==> src/rtl/pllmap_status_tx.sv <==
// SPI-slave readback transmitter: shifts a shadowed PLL status word out on miso, LSB first, SPI mode 0.
// sclk/ss_n are oversampled in clk; miso moves SYNC_STAGES+2 clk after the sclk fall / ss_n fall pin edge.
module pllmap_status_tx #(
  parameter int DATA_WIDTH  = 512,
  parameter int SYNC_STAGES = 2
) (
  input  logic                  clk,
  input  logic                  rst,
  input  logic                  sclk,
  input  logic                  ss_n,
  input  logic [DATA_WIDTH-1:0] status_i,
  input  logic                  load,
  output logic                  miso,
  output logic                  busy,
  output logic                  done,
  output logic                  abort
);
  localparam int PW = SYNC_STAGES + 1;
  localparam int FW = $clog2(PW + 1);
  localparam int CW = $clog2(DATA_WIDTH + 1);

  typedef enum logic [1:0] {S_IDLE, S_SHIFT, S_DRAIN} state_e;

  logic [PW-1:0]         sclk_pipe_q, sclk_pipe_d;
  logic [PW-1:0]         ss_pipe_q, ss_pipe_d;
  logic [FW-1:0]         fill_q, fill_d;
  logic                  pipe_ok;
  logic                  frame_start_q, frame_start_d;
  logic                  frame_end_q, frame_end_d;
  logic                  sclk_rise_q, sclk_rise_d;
  logic                  sclk_fall_q, sclk_fall_d;
  logic [DATA_WIDTH-1:0] shadow_q, shadow_d;
  logic [DATA_WIDTH-1:0] shift_q, shift_d, shift_nxt, start_word;
  logic [CW-1:0]         rise_cnt_q, rise_cnt_d, rise_cnt_nxt;
  state_e                state_q, state_d;
  logic                  miso_q, miso_d;
  logic                  done_q, done_d;
  logic                  abort_q, abort_d;

  // Top pipe bit is the history flop; the one below it is the synchronized pin.
  // Edges are only trusted once every stage holds a real pin sample, so a low
  // ss_n at reset release is not mistaken for a frame start.
  always_comb begin
    sclk_pipe_d   = {sclk_pipe_q[PW-2:0], sclk};
    ss_pipe_d     = {ss_pipe_q[PW-2:0], ss_n};
    pipe_ok       = (fill_q == FW'(PW));
    fill_d        = pipe_ok ? fill_q : fill_q + FW'(1);
    frame_start_d = pipe_ok &  ss_pipe_q[PW-1]   & ~ss_pipe_q[PW-2];
    frame_end_d   = pipe_ok & ~ss_pipe_q[PW-1]   &  ss_pipe_q[PW-2];
    sclk_rise_d   = pipe_ok & ~sclk_pipe_q[PW-1] &  sclk_pipe_q[PW-2];
    sclk_fall_d   = pipe_ok &  sclk_pipe_q[PW-1] & ~sclk_pipe_q[PW-2];
    shadow_d      = load ? status_i : shadow_q;
  end

  always_comb begin
    state_d      = state_q;
    shift_d      = shift_q;
    rise_cnt_d   = rise_cnt_q;
    miso_d       = miso_q;
    done_d       = 1'b0;
    abort_d      = 1'b0;
    shift_nxt    = shift_q >> 1;
    start_word   = load ? status_i : shadow_q;
    rise_cnt_nxt = rise_cnt_q + CW'(sclk_rise_q);
    case (state_q)
      S_IDLE: begin
        miso_d = 1'b0;
        if (frame_start_q) begin
          shift_d    = start_word;
          miso_d     = start_word[0];
          rise_cnt_d = '0;
          state_d    = S_SHIFT;
        end
      end
      S_SHIFT: begin
        rise_cnt_d = rise_cnt_nxt;
        if (sclk_fall_q) begin
          shift_d = shift_nxt;
          miso_d  = shift_nxt[0];
        end
        // A rise landing with the ss_n rise is counted before the frame end is judged.
        if (rise_cnt_nxt == CW'(DATA_WIDTH)) begin
          done_d  = 1'b1;
          miso_d  = 1'b0;
          state_d = frame_end_q ? S_IDLE : S_DRAIN;
        end else if (frame_end_q) begin
          abort_d = 1'b1;
          miso_d  = 1'b0;
          state_d = S_IDLE;
        end
      end
      S_DRAIN: begin
        miso_d = 1'b0;
        if (frame_end_q) state_d = S_IDLE;
      end
      default: begin
        miso_d  = 1'b0;
        state_d = S_IDLE;
      end
    endcase
  end

  always_ff @(posedge clk) begin
    if (rst) begin
      sclk_pipe_q   <= '0;
      ss_pipe_q     <= '1;
      fill_q        <= '0;
      frame_start_q <= 1'b0;
      frame_end_q   <= 1'b0;
      sclk_rise_q   <= 1'b0;
      sclk_fall_q   <= 1'b0;
      shadow_q      <= '0;
      shift_q       <= '0;
      rise_cnt_q    <= '0;
      state_q       <= S_IDLE;
      miso_q        <= 1'b0;
      done_q        <= 1'b0;
      abort_q       <= 1'b0;
    end else begin
      sclk_pipe_q   <= sclk_pipe_d;
      ss_pipe_q     <= ss_pipe_d;
      fill_q        <= fill_d;
      frame_start_q <= frame_start_d;
      frame_end_q   <= frame_end_d;
      sclk_rise_q   <= sclk_rise_d;
      sclk_fall_q   <= sclk_fall_d;
      shadow_q      <= shadow_d;
      shift_q       <= shift_d;
      rise_cnt_q    <= rise_cnt_d;
      state_q       <= state_d;
      miso_q        <= miso_d;
      done_q        <= done_d;
      abort_q       <= abort_d;
    end
  end

  assign miso  = miso_q;
  assign busy  = (state_q != S_IDLE);
  assign done  = done_q;
  assign abort = abort_q;

endmodule

==> config.mk <==
export PLATFORM = sky130hd
export DESIGN_NAME = pllmap_status_tx
export DESIGN_NICKNAME = d
export VERILOG_FILES = /design/src/rtl/pllmap_status_tx.sv
export SDC_FILE = /design/constraint.sdc
export NUM_CORES = 2
export LEC_CHECK = 0
export ABC_AREA = 1
export BUFFER_PORTS_ARGS = -buffer_cell sky130_fd_sc_hd__clkbuf_2
export CAP_MARGIN = 20
export CORE_ASPECT_RATIO = 1.25
export CORE_MARGIN = 2
export CORE_UTILIZATION = 40
export CTS_BUF_LIST = sky130_fd_sc_hd__clkbuf_8
export CTS_CLUSTER_SIZE = 28
export DETAILED_ROUTE_END_ITERATION = 8
export PLACE_DENSITY = 0.65
export SLEW_MARGIN = 40
export SYNTH_ARGS = -nofsm -noshare
export SYNTH_HDL_FRONTEND = slang
export SYNTH_SLANG_ARGS = --single-unit
==> constraint.sdc <==
create_clock -name clk -period 2.1 [get_ports clk]
set_input_delay 0.105 -clock clk [delete_from_list [all_inputs] [get_ports clk]]
set_output_delay 0.105 -clock clk [all_outputs]
set_load 0.02 [all_outputs]
==> out/results.ini <==
[timing]
hold_viol=0
fmax_ghz=0.4688
worstMarginPinSlew_ns=0.7234
relSlewSlack_pct=50.40
finalCriticalPeriod_ns=2.133
slew_viol_final=0
skew_ns=0.04246
finalWorstSetupSlack_ns=-0.03297
post-route-period-util_pct=101.6
holdWs_ns=0.07097
finalSetupViolCount=7

[critical_path]
rrSetupSlack_ns=0.07
cp-end-kind=flop
path_class=in2reg
worst_ep_arrival_time_ns=2.88
cp-start-kind=input port
cp.required_ns=2.85
path_max_fanout=2

[die]
rows=130
pin_count=521
dieHeight_um=359.3
die_x_um=288.3
core_region_area_mm2=0.1004
start_util_pct=40.26
die_area_mm2=0.1036

[logic_synthesis]
yosys_warnings=0
syn_nets=5168
syn_area_mm2=0.04040
ys_types=29
synthCells=4647
synth_top_area_cell=dfxtp_1
synth_area_per_cell_um2=8.694
yosysSeqAreaShare_pct=52.03
synth_area_leaders=dfxtp_1 (52%), mux2i_1 (13%), nand2_1 (6.5%), a21oi_1 (6.4%), o21ai_0 (5.9%)
synth_top_area_share_pct=52.03
ys_ff_latch=1050

[layout]
layout_commonest_cell=dlygate4sd3_1
nNetsFinal=6790
final_layout_size_suffix_gt1_share_pct=14.24
area_growth_pct=47.96
final_cell_mix=dlygate4sd3_1 (1,197), dfxtp_1 (1,050), nand2_1 (701)

[routing]
routedWlPerCell_um=19.46
num_vias=41220
drtIter0Drc=3564
ant_nets=0
drc=0
totalWireLength_mm=150.3
vias_per_cell=5.338
dr.pass1.iters=6

[global_routing]
grt_first_pass_wirelength_mm=230.2
antenna_found_initial=28
grt_overflow=0
grt_start_max_net_pins=101
grt_use_total_pct=28.01
first_global_vias=42360

[placed_design]
post-dp-hpwl_mm=70.75
dp_slack_ns=0.2011
gp_congestion=0.7960
port_buffers=520

[min_path]
hp-class=in2reg

[status]
status=finished, violations left
violations=setup timing

[job]
drv_cap=0

[cts]
cts_buffers=161
clk_pin_slew_ns=0.07
clkLatencyLatePin_ns=0.87
clkSinkCount=1050
cts_buffer_depth=3
cts-root-buf=clkbuf_8
cts_tree=done
h-tree-depth=4

[power_and_ir_drop]
vdd_drop_max_uv=563.6
p_per_area_mw_per_mm2=739.1
p_leak_uw=0.02738

==> worst paths after layout <==
check	from	to	depth (start not counted)
worst max-delay path	status_i[449]	shadow_q[449]	7
worst min-delay path	status_i[502]	shadow_q[502]	4
worst max register to register	shadow_q[306]	shadow_q[306]	4
worst min register to register	sclk_pipe_q[0]	sclk_pipe_q[1]	2
==> cells by family after synthesis <==
| family | after synthesis | synth area share, % |
|---|---|---|
| AOI/OAI and AO/OA | 1398 | 18.37 |
| xor gates and xnor gates | 1 | 0.02168 |
| adders and majority gates | 4 | 0.1239 |
| buffers and inverters | 422 | 4.943 |
| DFF | 1050 | 52.03 |
| muxes | 511 | 12.66 |
| and+or+nand+nor | 1261 | 11.86 |
==> cell usage after synthesis (all sizes together) <==
cell and n:
nand4 2, clkbuf 181, or2 3, nor2 535, inv 23, nand3 15
o21bai 2, o21ai 722, buf 218, xor2 1, and3 1, nand2 702
nor3 3, a21oi 515, a211oi 1, mux2i 511, ha 4, dfxtp 1050
a32o 4, o211ai 154
==> report_power, final <==
part | total [uW] | leakage [uW] | switching, uW | internal (uW)
Sequential | 20900 | 0.00856 | 274 | 20600
Clock | 17300 | 0.00181 | 8400 | 8890
Combinational | 6010 | 0.0170 | 2890 | 3120
==> worst max-delay path: stages <==
cell	delay, ns
dlygate4sd3_1	0.57
clkbuf_2	0.13
dlygate4sd3_1	0.56
mux2i_1	0.24
dlygate4sd3_1	0.63
nor2_1	0.06
dlygate4sd3_1	0.58
==> metrics by stage <==
step | std cells | total power, uW | utilization (%) | setup TNS (ns) | cell area [um^2]
2_1_floorplan | 4647 | 23370 | - | 0 | 40400
3_3_place_gp | 6221 | 24710 | 44.30 | 0 | 44460
3_5_place_dp | 6221 | 24750 | 44.30 | 0 | 44460
4_1_cts | 7696 | 43620 | 59.45 | 0 | 59660
5_1_grt | 7714 | 45610 | 59.55 | -0.07921 | 59760
6_report | 7721 | 44180 | 59.56 | -0.1185 | 59780
==> state kept, by name, indices dropped and copies added, names as in the netlist, 2 cells and up <==
| name | count |
|---|---|
| fill_q | 2 |
| rise_cnt_q | 10 |
| state_q | 2 |
| shadow_q | 512 |
| sclk_pipe_q | 3 |
| shift_q | 511 |
| ss_pipe_q | 3 |
==> metal layers <==
| metal | share of wire (%) | wire length [um] | global-route usage [%] | vias up |
|---|---|---|---|---|
| li1 | - | - | - | 19180 |
| met1 | 38 | 56720 | 31.17 | 19280 |
| met2 | 47 | 71080 | 45.87 | 2009 |
| met3 | 7.5 | 11240 | 7.709 | 726 |
| met4 | 7.4 | 11090 | 19.90 | 20 |
| met5 | 0.10 | 153 | 0.04717 | - |
==> cell type report <==
class | count | area [um^2]
fillers | 7601 | 40580
flip-flops and latches | 1050 | 21020
multi-input cells | 3175 | 17430
repair buffers | 1858 | 16350
clock buffers | 199 | 2739
well taps | 1320 | 1652
clock inverters | 73 | 421.7
inverters | 23 | 108.9
diodes | 23 | 57.56
==> timing repair <==
| item | in CTS | in global routing |
|---|---|---|
| setup endpoints to repair | 0 | 15 |
| resized for setup | 0 | 15 |
| hold endpoints to repair | 1028 | 0 |
| setup buffers | 0 | 7 |
| hold buffers | 1203 | 0 |
Power figures use the tool's default switching activity.
